### src/rtl/regfile_wb_ctrl_pkg.sv
// Shared constants and types for the register-file write-back controller.
package regfile_wb_ctrl_pkg;

    localparam int unsigned DW_DEFAULT = 32;
    localparam int unsigned AW         = 5;
    localparam int unsigned NREG       = 32;
    localparam logic [AW-1:0] REG_ZERO = '0;

    // Which source owns the write port on the coming edge.
    typedef enum logic [1:0] {
        SRC_NONE,
        SRC_ALU,
        SRC_FIFO,
        SRC_BYP
    } wb_src_e;

endpackage

### src/rtl/regfile_wb_ctrl_wb_fifo.sv
// Small synchronous FIFO holding accepted long-latency results {rd, data}.
module wb_fifo #(
    parameter int unsigned DEPTH = 2,
    parameter int unsigned W     = 37
) (
    input  logic                       clk,
    input  logic                       rst_i,
    input  logic                       push_i,
    input  logic                       pop_i,
    input  logic [W-1:0]               din_i,
    output logic [W-1:0]               dout_o,
    output logic [$clog2(DEPTH+1)-1:0] count_o,
    output logic                       full_o,
    output logic                       empty_o
);

    localparam int unsigned CW = $clog2(DEPTH + 1);
    localparam int unsigned PW = (DEPTH > 1) ? $clog2(DEPTH) : 1;

    logic [W-1:0]  mem_q [DEPTH];
    logic [PW-1:0] rd_ptr_q, rd_ptr_d;
    logic [PW-1:0] wr_ptr_q, wr_ptr_d;
    logic [CW-1:0] cnt_q, cnt_d;
    logic          do_push, do_pop;

    function automatic logic [PW-1:0] ptr_inc(input logic [PW-1:0] p);
        return (p == PW'(DEPTH - 1)) ? '0 : p + 1'b1;
    endfunction

    always_comb begin
        full_o   = (cnt_q == CW'(DEPTH));
        empty_o  = (cnt_q == '0);
        do_push  = push_i && !full_o;
        do_pop   = pop_i && !empty_o;
        rd_ptr_d = do_pop  ? ptr_inc(rd_ptr_q) : rd_ptr_q;
        wr_ptr_d = do_push ? ptr_inc(wr_ptr_q) : wr_ptr_q;
        cnt_d    = cnt_q;
        if (do_push && !do_pop) begin
            cnt_d = cnt_q + 1'b1;
        end else if (do_pop && !do_push) begin
            cnt_d = cnt_q - 1'b1;
        end
    end

    always_ff @(posedge clk or posedge rst_i) begin
        if (rst_i) begin
            rd_ptr_q <= '0;
            wr_ptr_q <= '0;
            cnt_q    <= '0;
        end else begin
            rd_ptr_q <= rd_ptr_d;
            wr_ptr_q <= wr_ptr_d;
            cnt_q    <= cnt_d;
        end
    end

    always_ff @(posedge clk) begin
        if (do_push) begin
            mem_q[wr_ptr_q] <= din_i;
        end
    end

    assign dout_o  = mem_q[rd_ptr_q];
    assign count_o = cnt_q;

endmodule

### src/rtl/regfile_wb_ctrl.sv
// Owns the register-file write port: ALU results first, then buffered or
// bypassed long-latency results, plus a pending-write scoreboard for decode.
module regfile_wb_ctrl
    import regfile_wb_ctrl_pkg::*;
#(
    parameter int unsigned DEPTH = 2,
    parameter int unsigned DW    = DW_DEFAULT
) (
    input  logic                       clk,
    input  logic                       reset,
    input  logic                       alu_valid,
    input  logic [AW-1:0]              alu_rd,
    input  logic [DW-1:0]              alu_data,
    input  logic                       lsu_valid,
    output logic                       lsu_ready,
    input  logic [AW-1:0]              lsu_rd,
    input  logic [DW-1:0]              lsu_data,
    input  logic                       iss_valid,
    input  logic [AW-1:0]              iss_rd,
    input  logic [AW-1:0]              q_a1,
    input  logic [AW-1:0]              q_a2,
    output logic                       busy1,
    output logic                       busy2,
    output logic                       we3,
    output logic [AW-1:0]              a3,
    output logic [DW-1:0]              wd3,
    output logic [$clog2(DEPTH+1)-1:0] pend
);

    localparam int unsigned EW = AW + DW;

    logic [EW-1:0]   fifo_head;
    logic            fifo_full, fifo_empty;
    logic            push, pop, hs, alu_take;
    wb_src_e         src;

    logic            we3_q, we3_d;
    logic [AW-1:0]   a3_q, a3_d;
    logic [DW-1:0]   wd3_q, wd3_d;
    logic [NREG-1:0] busy_q, busy_d;
    logic [NREG-1:0] set_m, clr_m;

    wb_fifo #(
        .DEPTH (DEPTH),
        .W     (EW)
    ) u_fifo (
        .clk     (clk),
        .rst_i   (reset),
        .push_i  (push),
        .pop_i   (pop),
        .din_i   ({lsu_rd, lsu_data}),
        .dout_o  (fifo_head),
        .count_o (pend),
        .full_o  (fifo_full),
        .empty_o (fifo_empty)
    );

    // Ready depends only on registered occupancy, so a pop never frees a slot early.
    assign lsu_ready = !fifo_full;

    always_comb begin
        alu_take = alu_valid && (alu_rd != REG_ZERO);
        hs       = lsu_valid && lsu_ready;

        src = SRC_NONE;
        if (alu_take) begin
            src = SRC_ALU;
        end else if (!fifo_empty) begin
            src = SRC_FIFO;
        end else if (hs && (lsu_rd != REG_ZERO)) begin
            src = SRC_BYP;
        end

        pop = (src == SRC_FIFO);
        // rd=0 handshakes are accepted but never stored.
        push = hs && (lsu_rd != REG_ZERO) && (src != SRC_BYP);

        we3_d = 1'b0;
        a3_d  = a3_q;
        wd3_d = wd3_q;
        case (src)
            SRC_ALU: begin
                we3_d = 1'b1;
                a3_d  = alu_rd;
                wd3_d = alu_data;
            end
            SRC_FIFO: begin
                we3_d         = 1'b1;
                {a3_d, wd3_d} = fifo_head;
            end
            SRC_BYP: begin
                we3_d = 1'b1;
                a3_d  = lsu_rd;
                wd3_d = lsu_data;
            end
            default: ;
        endcase

        set_m = '0;
        clr_m = '0;
        if (iss_valid && (iss_rd != REG_ZERO)) begin
            set_m[iss_rd] = 1'b1;
        end
        if ((src == SRC_FIFO) || (src == SRC_BYP)) begin
            clr_m[a3_d] = 1'b1;
        end
        busy_d    = (busy_q & ~clr_m) | set_m;
        busy_d[0] = 1'b0;
    end

    always_ff @(posedge clk or posedge reset) begin
        if (reset) begin
            we3_q  <= 1'b0;
            a3_q   <= '0;
            wd3_q  <= '0;
            busy_q <= '0;
        end else begin
            we3_q  <= we3_d;
            a3_q   <= a3_d;
            wd3_q  <= wd3_d;
            busy_q <= busy_d;
        end
    end

    assign we3   = we3_q;
    assign a3    = a3_q;
    assign wd3   = wd3_q;
    assign busy1 = busy_q[q_a1];
    assign busy2 = busy_q[q_a2];

endmodule

### config.mk
export PLATFORM = sky130hd
export DESIGN_NAME = regfile_wb_ctrl
export DESIGN_NICKNAME = d
export VERILOG_FILES = /design/src/rtl/regfile_wb_ctrl_pkg.sv /design/src/rtl/regfile_wb_ctrl_wb_fifo.sv /design/src/rtl/regfile_wb_ctrl.sv
export SDC_FILE = /design/constraint.sdc
export NUM_CORES = 1
export LEC_CHECK = 0
export ABC_AREA = 1
export BUFFER_PORTS_ARGS = -buffer_cell sky130_fd_sc_hd__buf_2
export CAP_MARGIN = 20
export CORE_UTILIZATION = 40
export DETAILED_ROUTE_END_ITERATION = 10
export GPL_TIMING_DRIVEN = 0
export PLACE_DENSITY_LB_ADDON = 0.08
export SLEW_MARGIN = 20
export SYNTH_ARGS = -nofsm -noshare
export SYNTH_HDL_FRONTEND = slang
export SYNTH_SLANG_ARGS = --single-unit
### constraint.sdc
create_clock -name clk -period 5.4 [get_ports clk]
set_input_delay 1.08 -clock clk [delete_from_list [all_inputs] [get_ports clk]]
set_output_delay 1.08 -clock clk [all_outputs]
set_load 0.01 [all_outputs]
After elaboration in Yosys (flattened, before gate mapping) --
Memories as Yosys holds them, arrays and structs flattened. Index checks and enable logic that the tools add are counted.
Word-level totals: flip-flop bits (word level) 73, RAM bits 74, input port bits 94, output and inout port bits 43, word-level logic and storage cells 71, memories 1
Operators by class: add/subtract/negate cells 4, order comparisons 6, equality and inequality tests 5, multiplexer cells 22, bitwise operators 3, reductions and logical operators 23
Memories:
- u_fifo.mem_q | depth 2, width 37, read ports 1, clocked after Yosys merged registers in 0, wr ports 1, line regfile_wb_ctrl_wb_fifo.sv:20 | logic [W-1:0] mem_q [DEPTH];
Operators with widths (count):
- 32-bit case mux with 3 select lines | 1
- 32-bit two-way mux | 2
- 32-bit bitwise AND | 1
- 32-bit NOT | 1
- 32-bit OR | 1
- 5-bit by 6-bit less-than comparator with 1-bit output, second input constant | 4
- 5-bit case mux with 3 select lines | 1
- 5-bit nonzero test | 3
- 1-bit logical AND | 11
- 1-bit binary-select mux with 5-bit select | 2
- 1-bit demux with 5-bit select | 2
- 5-bit by 1-bit >= comparator with 1-bit output, second input constant | 2
- 2-bit two-way mux | 5
- 1-bit two-way mux | 9
- 2-bit == test, second input constant | 3
- 1-bit logical NOT | 4
- 3-bit nonzero test | 1
- 3-bit OR reduction | 1
- 1-bit adder, second input constant | 2
- 2-bit by 1-bit adder with 2-bit output, second input constant | 1
- 2-bit by 1-bit == test with 1-bit output, second input constant | 1
- 2-bit logical NOT | 1
- 2-bit inequality test, second input constant | 1
- 2-bit nonzero test | 1
- other kinds (2) | 2

Depth between registers and ports, before layout --
Gate-level depths: netlist (run 1).
word-level depth 17, mapped depth 15, depth with buffers taken out 14

Cells and area by module --
A second synthesis (run 1) with hierarchy kept.
Second synthesis, totals: cells, all modules 812, area, all modules 7468.4 µm²
Modules (own cells, without submodules):
- regfile_wb_ctrl | times used 1, cells an instance 586, area each 4521.8 µm², seq. area each 1726.7 µm²
- wb_fifo | times used 1, cells an instance 226, area each 2946.6 µm², seq. area each 2322.2 µm²

Worst setup path before layout (run 1) --
OpenSTA, ideal clock, no wires.
kind in2reg, start in lsu_rd[2], end mem u_fifo.mem_q[1][0] (enable), library setup time 0.433 ns, arrival 3.308 ns, required time 4.967 ns, setup slack 1.659 ns, stages 7, buffers on the path 0, cell sequence nor2_1 -> nand3_1 -> nand2_4 -> nor2_8 -> nor2_1 -> inv_1 -> nor2_1
Between the ends: word-level cells in the longest chain between the ends 10
RTL lines:
- from (decl) | line regfile_wb_ctrl.sv:16 | input logic [AW-1:0] lsu_rd,
- 5-bit nonzero test * | line regfile_wb_ctrl.sv:70, regfile_wb_ctrl.sv:76
- 1-bit logical AND * | line regfile_wb_ctrl.sv:70, regfile_wb_ctrl.sv:76
- 2-bit two-way mux | line regfile_wb_ctrl.sv:70 | end else if (hs && (lsu_rd != REG_ZERO)) begin
- 2-bit two-way mux | line regfile_wb_ctrl.sv:68 | end else if (!fifo_empty) begin
- 2-bit two-way mux | line regfile_wb_ctrl.sv:66 | if (alu_take) begin
- 2-bit inequality test | line regfile_wb_ctrl.sv:76 | push = hs && (lsu_rd != REG_ZERO) && (src != SRC_BYP);
- 1-bit logical AND * | line regfile_wb_ctrl.sv:76
- 1-bit logical AND * | line regfile_wb_ctrl_wb_fifo.sv:33 | do_push = push_i && !full_o;
- named net u_fifo.do_push | line regfile_wb_ctrl_wb_fifo.sv:24 | logic do_push, do_pop;
- 1-bit two-way mux * | line regfile_wb_ctrl_wb_fifo.sv:58 | if (do_push) begin
- 1-bit two-way mux (not written as such) * | line regfile_wb_ctrl_wb_fifo.sv:59 | mem_q[wr_ptr_q] <= din_i;
- to (decl) | line regfile_wb_ctrl_wb_fifo.sv:20
Mark *: on every way through the listed nets, which the timed path passes. The rest lies on a longest branch.

Final worst setup path (run 1) --
start in q_a2[0], end out busy2
Between the ends: word-level cells in the longest chain between the ends 2
RTL lines:
- from (decl) | line regfile_wb_ctrl.sv:21 | input logic [AW-1:0] q_a2,
- 1-bit binary-select mux with 5-bit select | line regfile_wb_ctrl.sv:129 | assign busy2 = busy_q[q_a2];
- 1-bit two-way mux (not written as such) | line regfile_wb_ctrl.sv:129
- to (decl) | line regfile_wb_ctrl.sv:23 | output logic busy2,
No other way between the ends. The select of a mux whose other input is x is not followed.

==> impl_metrics.env, run 1 <==
export IMPL_maxSlewHeadroom_pct=45.0
export IMPL_finalInstanceArea_um2=8870
export IMPL_synth_fp_nets=893
export IMPL_netlist_instances=798
export IMPL_cts_resized=0
export IMPL_drt_iter0_drc=494
export IMPL_gr_usage_met2_pct=34.9
export IMPL_p_per_area_nw_per_um2=530
export IMPL_critPathRequiredTime_ns=4.32
export IMPL_postCtsSetupBuffers=0
export IMPL_vdd_drop_max_v=0.000288
export IMPL_cts_max_level=4
export IMPL_cts_made_buffers=17
export IMPL_num_vias=6114
export IMPL_rsz0062_at_grt="no"
export IMPL_postRouteAntennaNets=0
export IMPL_cts_tree="done"
export IMPL_tns_ns=0
export IMPL_grt_pass1_wl_um=30100
export IMPL_area_growth_pct=24.4
export IMPL_path_clk_slew_ns=0.06
export IMPL_tightestPinTransition_ns=0.817
export IMPL_insertion_delay_ns=0.42
export IMPL_busiest_layer="met2"
export IMPL_pre_cts_ws_ns=1.75
export IMPL_drc_errors=0
export IMPL_maxSlewViolCount=0
export IMPL_synth_area_um2=7140
export IMPL_grt_overflow_total=0
export IMPL_synth_flop_cell="edfxtp_1"
export IMPL_core_um2=17400
export IMPL_nFillCells=1673
export IMPL_die_x_um=136
export IMPL_endpoint_kind="primary output"
export IMPL_start_util_pct=41.1
export IMPL_firstDrtPassIters=5
export IMPL_dp_hpwl_um=13900
export IMPL_yosysWarnings=0
export IMPL_clock_sinks=147
export IMPL_path_max_fanout=10
export IMPL_synth_edff_count=74
export IMPL_grt_pass1_vias=5745
export IMPL_synth_seq_cells=147
export IMPL_finalNonFillerCells=1196
export IMPL_io_buffers=136
export IMPL_max_cap_violations=0
export IMPL_yosysSeqAreaShare_pct=56.7
export IMPL_antenna_found_initial=1
export IMPL_gp_congestion=0.832
export IMPL_syn_avg_cell_area_um2=8.94
export IMPL_crit_path_start_kind="primary input"
export IMPL_setup_viol=0
export IMPL_wl_per_cell_um=16.0
export IMPL_async_flop_share_pct=49.7
export IMPL_die_area_um2=18400
export IMPL_fin_skew_ns=0.00786
export IMPL_period_share_pct=68.5
export IMPL_wirelength_um=19100
export IMPL_min_path_type="register to register"
export IMPL_crit_type="primary input to primary output"
export IMPL_ios=137
export IMPL_drive_gt1_share_pct=23.8
export IMPL_synth_cell_types=39
export IMPL_min_period_ns=3.70
export IMPL_avgViaCountPerCell=5.11
export IMPL_post_place_cells=1163
export IMPL_placementRows=48
export IMPL_status="complete, no violations"
export IMPL_fin_nets=1052
export IMPL_hold_viol=0
export IMPL_cts_buffer_depth=2
export IMPL_met3_usage_pct=3.48
export IMPL_postCtsHoldBufs=0
export IMPL_worst_slack_ns=1.70
export IMPL_cp_arrival_ns=2.62
export IMPL_detailed_place_area_um2=8220
export IMPL_die_y_um=136
export IMPL_max_freq_mhz=270
export IMPL_cts_root_buf="clkbuf_16"
export IMPL_leakagePower_nw=4.01
export IMPL_grt_use_met1_pct=30.2
export IMPL_grt_max_degree=48
export IMPL_grtUsageTotal_pct=21.8
## layer usage
layer  wire [µm]  share of wire (%)  up-vias
li1            -                  -     2998
met1        8910                 47     2911
met2        9030                 47      188
met3         976                5.1       17
met4         208                1.1        0
met5           0                  0        -
## Yosys cell counts, drive strengths merged, types with 2 or more instances
cell type / number / area (µm²)
clkbuf: 19 / 71.3
a41oi: 25 / 219
nor3: 2 / 10.0
o211ai: 5 / 37.5
a21oi: 10 / 50.1
dfrtp: 73 / 1830
nor4: 2 / 12.5
nand2: 305 / 1190
o21ai: 69 / 357
nand3: 41 / 263
inv: 49 / 186
xnor2: 2 / 17.5
o22ai: 10 / 62.6
nor2: 87 / 417
nand4: 3 / 18.8
or2: 2 / 12.5
edfxtp: 74 / 2220
buf: 10 / 58.8
o221ai: 4 / 35.0
## worst paths after layout
path	start	to	slack, ns	cells past startpoint
max in group asynchronous	reset	wd3[1]$_DFFE_PP0P_	4.16	3
min in group asynchronous	reset	wd3[17]$_DFFE_PP0P_	0.66	2
min	busy_q[6]$_DFF_PP0_	busy_q[6]$_DFF_PP0_	0.48	2
max reg2reg	u_fifo.count_o[0]$_DFFE_PP0P_	u_fifo.mem_q[0][29]$_DFFE_PP_	3.16	7
min reg2reg	busy_q[6]$_DFF_PP0_	busy_q[6]$_DFF_PP0_	0.48	2
max	q_a2[0]	busy2	1.70	10
## power breakdown
group          switching [W]  leakage (nW)  internal [W]
sequential          0.000231          1.56       0.00160
combinational        0.00100          2.14      0.000569
clock               0.000479         0.312      0.000825
## sequential cells by signal (all words and copies together), names as in the netlist
register         flops
u_fifo.rd_ptr_q      1
u_fifo.mem_q        74
u_fifo.count_o       2
a3                   5
wd3                 32
busy_q              31
u_fifo.wr_ptr_q      1
we3                  1
## cells in the final DEF (no fill, tap or decap), types with 5 or more instances in the layout
master / netlist / layout
o21ai_1: 25 / 25
edfxtp_1: 74 / 74
nor2_4: 6 / 8
nand2_2: 6 / 6
inv_1: 40 / 39
nor2_2: 5 / 5
o21ai_0: 41 / 41
buf_2: 8 / 144
nand2_1: 296 / 296
clkbuf_1: 19 / 19
clkbuf_16: 0 / 17
inv_2: 8 / 8
bufinv_16: 0 / 5
o22ai_1: 10 / 10
nand3_1: 34 / 34
a21oi_1: 10 / 10
nor2_1: 74 / 72
dfrtp_1: 73 / 73
a41oi_1: 25 / 25
o211ai_1: 5 / 5
## per-stage QoR
stage / hold WS, ns / utilization [%] / power (W)
2_1_floorplan: 0.446 / - / 0.00283
3_3_place_gp: 0.463 / 46.7 / 0.00338
3_5_place_dp: 0.465 / 47.3 / 0.00345
4_1_cts: 0.479 / 51.1 / 0.00476
5_1_grt: 0.514 / 51.1 / 0.00502
6_report: 0.481 / 51.1 / 0.00470
## final cells by class
type / instances / area, µm² / share of cell area [%]
flip-flops and latches: 147 / 4050 / 45.6
multi-input cells: 572 / 2780 / 31.3
repair buffers: 140 / 783 / 8.83
clock buffers: 17 / 425 / 4.79
well taps: 225 / 282 / 3.17
clock inverters: 15 / 229 / 2.58
inverters: 50 / 198 / 2.23
plain buffers: 29 / 130 / 1.47
diodes: 1 / 2.50 / 0.0282
## kinds of logic (layout without fill, tap and decap cells)
group | Yosys count | in the layout | share of synthesized area, %
AO/OA/AOI/OAI | 125 | 125 | 10.9
XOR/XNOR | 3 | 3 | 0.368
adder cells (fa/ha/maj) | 1 | 1 | 0.175
buffers and inverters | 79 | 251 | 4.56
flip-flops | 147 | 147 | 56.7
other | 0 | 1 | 0
AND/OR/NAND/NOR | 443 | 443 | 27.2
## worst max-delay path, stage by stage
cell and delay (ns):
buf_2 0.14, inv_1 0.19, clkbuf_1 0.40, o21ai_0 0.14
o221ai_1 0.19, nand2_1 0.10, o22ai_1 0.12, nand2_1 0.06
o21ai_0 0.06, buf_2 0.14
No activity file was read; power rests on OpenSTA's default activity.
==> inputs of run 2 (changes only) <==
- ABC_AREA: 1 -> 0
- clock period: 5.4 -> 3.05 ns (I/O delays scaled with it)
==> impl_metrics.env, run 2 <==
export IMPL_status="complete, no violations"
export IMPL_yosysWarnings=0
export IMPL_max_stage_delay_ns=0.48
export IMPL_num_vias=5238
export IMPL_die_y_um=132
export IMPL_p_comb_share_pct=34.5
export IMPL_finalInstanceArea_um2=8300
export IMPL_synth_cell_types=54
export IMPL_start_util_pct=40.8
export IMPL_maxSlewHeadroom_pct=40.1
export IMPL_netlist_instances=538
export IMPL_wirelength_um=18100
export IMPL_postRouteAntennaNets=0
export IMPL_max_freq_mhz=336
export IMPL_grt_overflow_total=0
export IMPL_die_area_um2=17400
export IMPL_final_common_cell="buf_2"
export IMPL_finalNonFillerCells=926
export IMPL_rsz0062_at_grt="no"
export IMPL_r2r_worst_path_cells=7
export IMPL_synth_adder_area_share_pct=0.186
export IMPL_crit_path_start_kind="primary input"
export IMPL_insertion_delay_ns=0.42
export IMPL_drive_gt1_share_pct=32.6
export IMPL_synth_flop_cell="edfxtp_1"
export IMPL_io_buffers=132
export IMPL_crit_type="primary input to primary output"
export IMPL_slowest_stage="mux4_2"
export IMPL_synth_compound_area_share_pct=15.7
export IMPL_crit_chain="clkbuf_1, mux4_2, mux4_2, mux2_2, buf_2"
export IMPL_grt_pass1_wl_um=29000
export IMPL_avgViaCountPerCell=5.66
export IMPL_power_w=0.00762
export IMPL_tightestPinTransition_ns=0.897
export IMPL_yosysSeqAreaShare_pct=60.0
export IMPL_ios=137
export IMPL_critPathRequiredTime_ns=2.44
export IMPL_synth_top_family_by_area="compound AO/OA/AOI/OAI gates"
export IMPL_wl_per_cell_um=19.6
export IMPL_yosys_top_cells_area="edfxtp_1 33%, dfrtp_1 27%, mux4_2 6.0%"
export IMPL_die_x_um=132
export IMPL_largest_register_ffs=74
export IMPL_drt_iter0_drc=420
export IMPL_synth_edff_count=74
export IMPL_grt_pass1_vias=5317
export IMPL_fin_nets=787
export IMPL_cp_arrival_ns=2.37
export IMPL_path_max_fanout=10
export IMPL_leakagePower_nw=3.17
export IMPL_hold_viol=0
export IMPL_maxSlewViolCount=0
export IMPL_synth_common_cells="74 x edfxtp_1, 73 x dfrtp_1, 63 x o21ai_0"
export IMPL_crit_top_cell="mux4_2"
export IMPL_post_place_cells=893
export IMPL_yosys_area_top_type="edfxtp_1"
export IMPL_min_path_type="primary input to asynchronous set/reset pin"
export IMPL_fin_skew_ns=0.00882
export IMPL_cts_tree="done"
export IMPL_p_sw_w=0.00261
export IMPL_period_share_pct=97.7
export IMPL_synth_fp_nets=633
export IMPL_endpoint_kind="primary output"
export IMPL_synth_area_um2=6740
export IMPL_synthMostInstantiatedCell="edfxtp_1"
export IMPL_path_clk_slew_ns=0.06
export IMPL_p_sw_share_pct=34.3
export IMPL_firstDrtPassIters=6
export IMPL_drc_errors=0
export IMPL_rrSetupSlack_ns=0.52
export IMPL_cts_max_level=4
export IMPL_async_flop_share_pct=49.7
export IMPL_final_cell_mix="136 x buf_2, 74 x edfxtp_1, 73 x dfrtp_1, 63 x o21ai_0, 50 x nand2_1"
export IMPL_grtUsageTotal_pct=21.8
export IMPL_cts_buffer_depth=2
export IMPL_area_growth_pct=23.1
export IMPL_nFillCells=1528
export IMPL_synth_simple_area_share_pct=8.96
export IMPL_synth_seq_cells=147
export IMPL_cts_made_buffers=17
export IMPL_synth_top_area_share_pct=32.9
export IMPL_grt_max_degree=42
export IMPL_clock_sinks=147
export IMPL_cts_resized=2
export IMPL_p_per_area_nw_per_um2=919
export IMPL_min_period_ns=2.98
export IMPL_antenna_found_initial=1
export IMPL_dp_hpwl_um=12700
export IMPL_p_int_w=0.00501
export IMPL_detailed_place_area_um2=7750
export IMPL_postCtsHoldBufs=0
export IMPL_synth_area_mux_share_pct=12.4
export IMPL_core_um2=16500
export IMPL_r2r_end="busy_q[3]$_DFF_PP0_"
export IMPL_clock_power_share_pct=25.4
export IMPL_syn_avg_cell_area_um2=12.5
export IMPL_synth_xor_area_share_pct=0.649
export IMPL_max_cap_violations=0
export IMPL_placementRows=47
export IMPL_postCtsSetupBuffers=0
export IMPL_vdd_drop_max_v=0.000472
export IMPL_largest_register="u_fifo.mem_q"
export IMPL_cts_root_buf="clkbuf_16"
export IMPL_pwr_share_seq_pct=40.1
export IMPL_r2r_start="u_fifo.count_o[1]$_DFFE_PP0P_"
export IMPL_gp_congestion=0.838
export IMPL_setup_viol=0
-- run 2: logic make-up after synthesis --
group	count (synthesis)
DFF	147
AOI/OAI and AO/OA	160
xor gates and xnor gates	5
muxes	57
and+or+nand+nor	133
buffers and inverters	35
adders and majority gates	1
-- run 2: how the worst max path moves through the flow --
stage,start,end,slack [ns],cells after the start
6_report,q_a2[1],busy2,0.07,5
5_1_grt,q_a2[0],busy2,0.0005,5
4_1_cts,q_a2[0],busy2,0.06,5
3_5_place_dp,q_a2[0],busy2,-0.23,5
3_3_place_gp,alu_rd[4],u_fifo.mem_q[0][13]$_DFFE_PP_,-0.60,7
2_1_floorplan,q_a1[0],busy1,0.13,4
-- run 2: layout make-up --
cell class              instances  area (µm²)  share of cell area (%)
well taps                     220         275                    3.32
diodes                          1        2.50                  0.0302
flip-flops and latches        147        4050                    48.8
inverters                       3        13.8                   0.166
plain buffers                  32         128                    1.54
clock inverters                14         114                    1.37
clock buffers                  18         429                    5.17
repair buffers                135         721                    8.68
multi-input cells             356        2570                    30.9
-- run 2: power groups by stage --
stage | Sequential, W | Clock (W) | Combinational (W)
floorplan | 0.00309 | 0 | 0.00169
global placement | 0.00306 | 0 | 0.00257
detailed placement | 0.00308 | 0 | 0.00264
CTS | 0.00305 | 0.00197 | 0.00266
global route | 0.00311 | 0.00206 | 0.00289
finish | 0.00306 | 0.00193 | 0.00263
-- run 2: layer usage --
| metal | GRT usage (%) | wire length [µm] | up-vias |
|---|---|---|---|
| li1 | - | - | 2403 |
| met4 | 6.46 | 194 | 0 |
| met5 | 0 | 0 | - |
| met1 | 29.6 | 8030 | 2613 |
| met3 | 5.23 | 1130 | 16 |
| met2 | 35.0 | 8750 | 206 |
-- run 2: through the flow --
| step | hold WS, ns | utilization (%) | worst slack [ns] | setup TNS, ns |
|---|---|---|---|---|
| final | 0.266 | 50.2 | 0.0704 | 0 |
| after global routing | 0.313 | 50.2 | 0.000530 | 0 |
| after CTS | 0.281 | 50.2 | 0.0553 | 0 |
| after detailed placement | 0.497 | 46.9 | -0.230 | -1.68 |
| after global placement | 0.488 | 46.5 | -0.599 | -85.03 |
| after floorplan | 0.473 | - | 0.125 | 0 |
-- run 2: worst max-delay path, delay by kind of cell --
family | cells | cell delay, ns
buf+inv | 2 | 0.59
mux | 3 | 1.16
==> inputs of run 3 (changes only) <==
- SETUP_SLACK_MARGIN: not set -> 0.3
==> impl_metrics.env, run 3 (synthesis results as in run 2) <==
export IMPL_endpoint_kind="primary output"
export IMPL_nFillCells=1487
export IMPL_largest_register_ffs=74
export IMPL_grt_pass1_wl_um=29000
export IMPL_dr_wl_met2_um=8690
export IMPL_p_per_area_nw_per_um2=925
export IMPL_startpoint="busy_q[19]$_DFF_PP0_"
export IMPL_max_freq_mhz=357
export IMPL_grtUsageTotal_pct=21.8
export IMPL_postCtsHoldBufs=0
export IMPL_dp_hpwl_um=12500
export IMPL_routed_wl_met3_um=966
export IMPL_critPathRequiredTime_ns=2.44
export IMPL_min_period_ns=2.80
export IMPL_wl_per_cell_um=19.3
export IMPL_status="complete, no violations"
export IMPL_setup_viol=0
export IMPL_detailed_place_area_um2=7740
export IMPL_cts_buffer_depth=2
export IMPL_period_share_pct=91.9
export IMPL_tightestPinTransition_ns=0.670
export IMPL_tns_ns=0
export IMPL_avgViaCountPerCell=5.57
export IMPL_start_util_pct=40.8
export IMPL_ios=137
export IMPL_die_area_um2=17400
export IMPL_hold_viol=0
export IMPL_antenna_found_initial=2
export IMPL_firstDrtPassIters=5
export IMPL_drt_iter0_drc=288
export IMPL_finalNonFillerCells=927
export IMPL_utilization_pct=50.7
export IMPL_drc_errors=0
export IMPL_r2r_start="u_fifo.count_o[1]$_DFFE_PP0P_"
export IMPL_top_layer="met5"
export IMPL_post_place_cells=892
export IMPL_core_um2=16500
export IMPL_crit_path_start_kind="register"
export IMPL_finalInstanceArea_um2=8380
export IMPL_grt_max_degree=53
export IMPL_vdd_drop_max_v=0.000448
export IMPL_grt_pass1_vias=5318
export IMPL_clock_sinks=147
export IMPL_placementRows=47
export IMPL_postRouteAntennaNets=0
export IMPL_crit_type="register to primary output"
export IMPL_area_growth_pct=24.2
export IMPL_max_cap_violations=0
export IMPL_path_clk_slew_ns=0.06
export IMPL_fin_nets=788
export IMPL_fin_hold_ws_ns=0.158
export IMPL_maxSlewViolCount=0
export IMPL_fin_skew_ns=0.00732
export IMPL_num_vias=5167
export IMPL_path_max_fanout=3
export IMPL_insertion_delay_ns=0.42
export IMPL_wirelength_um=17900
export IMPL_cts_root_buf="clkbuf_16"
export IMPL_io_buffers=132
export IMPL_min_path_type="primary input to asynchronous set/reset pin"
export IMPL_die_x_um=132
export IMPL_leakagePower_nw=3.23
export IMPL_drive_gt1_share_pct=33.4
export IMPL_final_cell_mix="135 x buf_2, 74 x edfxtp_1, 73 x dfrtp_1, 63 x o21ai_0, 50 x nand2_1"
export IMPL_final_common_cell="buf_2"
export IMPL_grt_overflow_total=0
export IMPL_met1_length_um=7980
export IMPL_die_y_um=132
export IMPL_cts_made_buffers=17
export IMPL_gp_congestion=0.839
export IMPL_largest_register="u_fifo.mem_q"
export IMPL_maxSlewHeadroom_pct=54.9
export IMPL_cts_tree="done"
export IMPL_rsz0062_at_grt="yes"
export IMPL_cp_arrival_ns=2.19
export IMPL_cts_max_level=4
[run 3: cell count changes in the layout (fill, tap and decap cells not counted), sizes merged]
cell / previous run / this run
clkbuf: 40 / 44
bufinv: 1 / 2
clkinvlp: 3 / 2
buf: 145 / 146
inv: 5 / 3
clkinv: 8 / 6
[run 3: through the flow]
stage	worst slack (ns)	total power, W
3_5_place_dp	-0.234	0.00572
2_1_floorplan	0.324	0.00478
3_3_place_gp	-0.568	0.00563
4_1_cts	0.224	0.00779
6_report	0.247	0.00775
5_1_grt	0.188	0.00823
[run 3: area by class of cell]
class                   instances  area, µm²  share of cell area, %
diodes                          1       2.50                 0.0299
well taps                     220        275                   3.29
repair buffers                136        736                   8.78
plain buffers                  32        150                   1.79
inverters                       3       13.8                  0.164
multi-input cells             356       2580                   30.8
flip-flops and latches        147       4050                   48.3
clock inverters                10        108                   1.28
clock buffers                  22        464                   5.54
[run 3: worst max-delay path: stages, from the launching register on]
cell     delay (ns)
dfrtp_1        0.40
mux4_2         0.50
mux4_2         0.48
mux2_4         0.28
buf_6          0.12
[run 3: path summary, 6_finish.rpt]
path	endpoint	slack (ns)	cells past startpoint
min in group clk	u_fifo.mem_q[0][29]$_DFFE_PP_	0.39	1
max reg2reg	busy_q[3]$_DFF_PP0_	0.50	7
max	busy2	0.25	4
max in group asynchronous	a3[2]$_DFF_PP0_	2.31	3
min	wd3[30]$_DFFE_PP0P_	0.16	2
min reg2reg	busy_q[1]$_DFF_PP0_	0.53	2
[run 3: power by group]
| group | internal, W | switching, W |
|---|---|---|
| Clock | 0.00124 | 0.000787 |
| Sequential | 0.00274 | 0.000309 |
| Combinational | 0.00120 | 0.00148 |
| Total | 0.00517 | 0.00258 |
[run 3: per-layer routing]
metal / GRT usage, % / vias to the layer above
li1: - / 2407
met1: 28.4 / 2581
met2: 35.6 / 154
met3: 5.65 / 23
met4: 6.65 / 2
met5: 0 / -
[run 3: timing repair]
action	CTS	global route
gates cloned	0	0
gates resized for setup	9	6
endpoints found under the setup margin	3	57
setup buffers	2	0
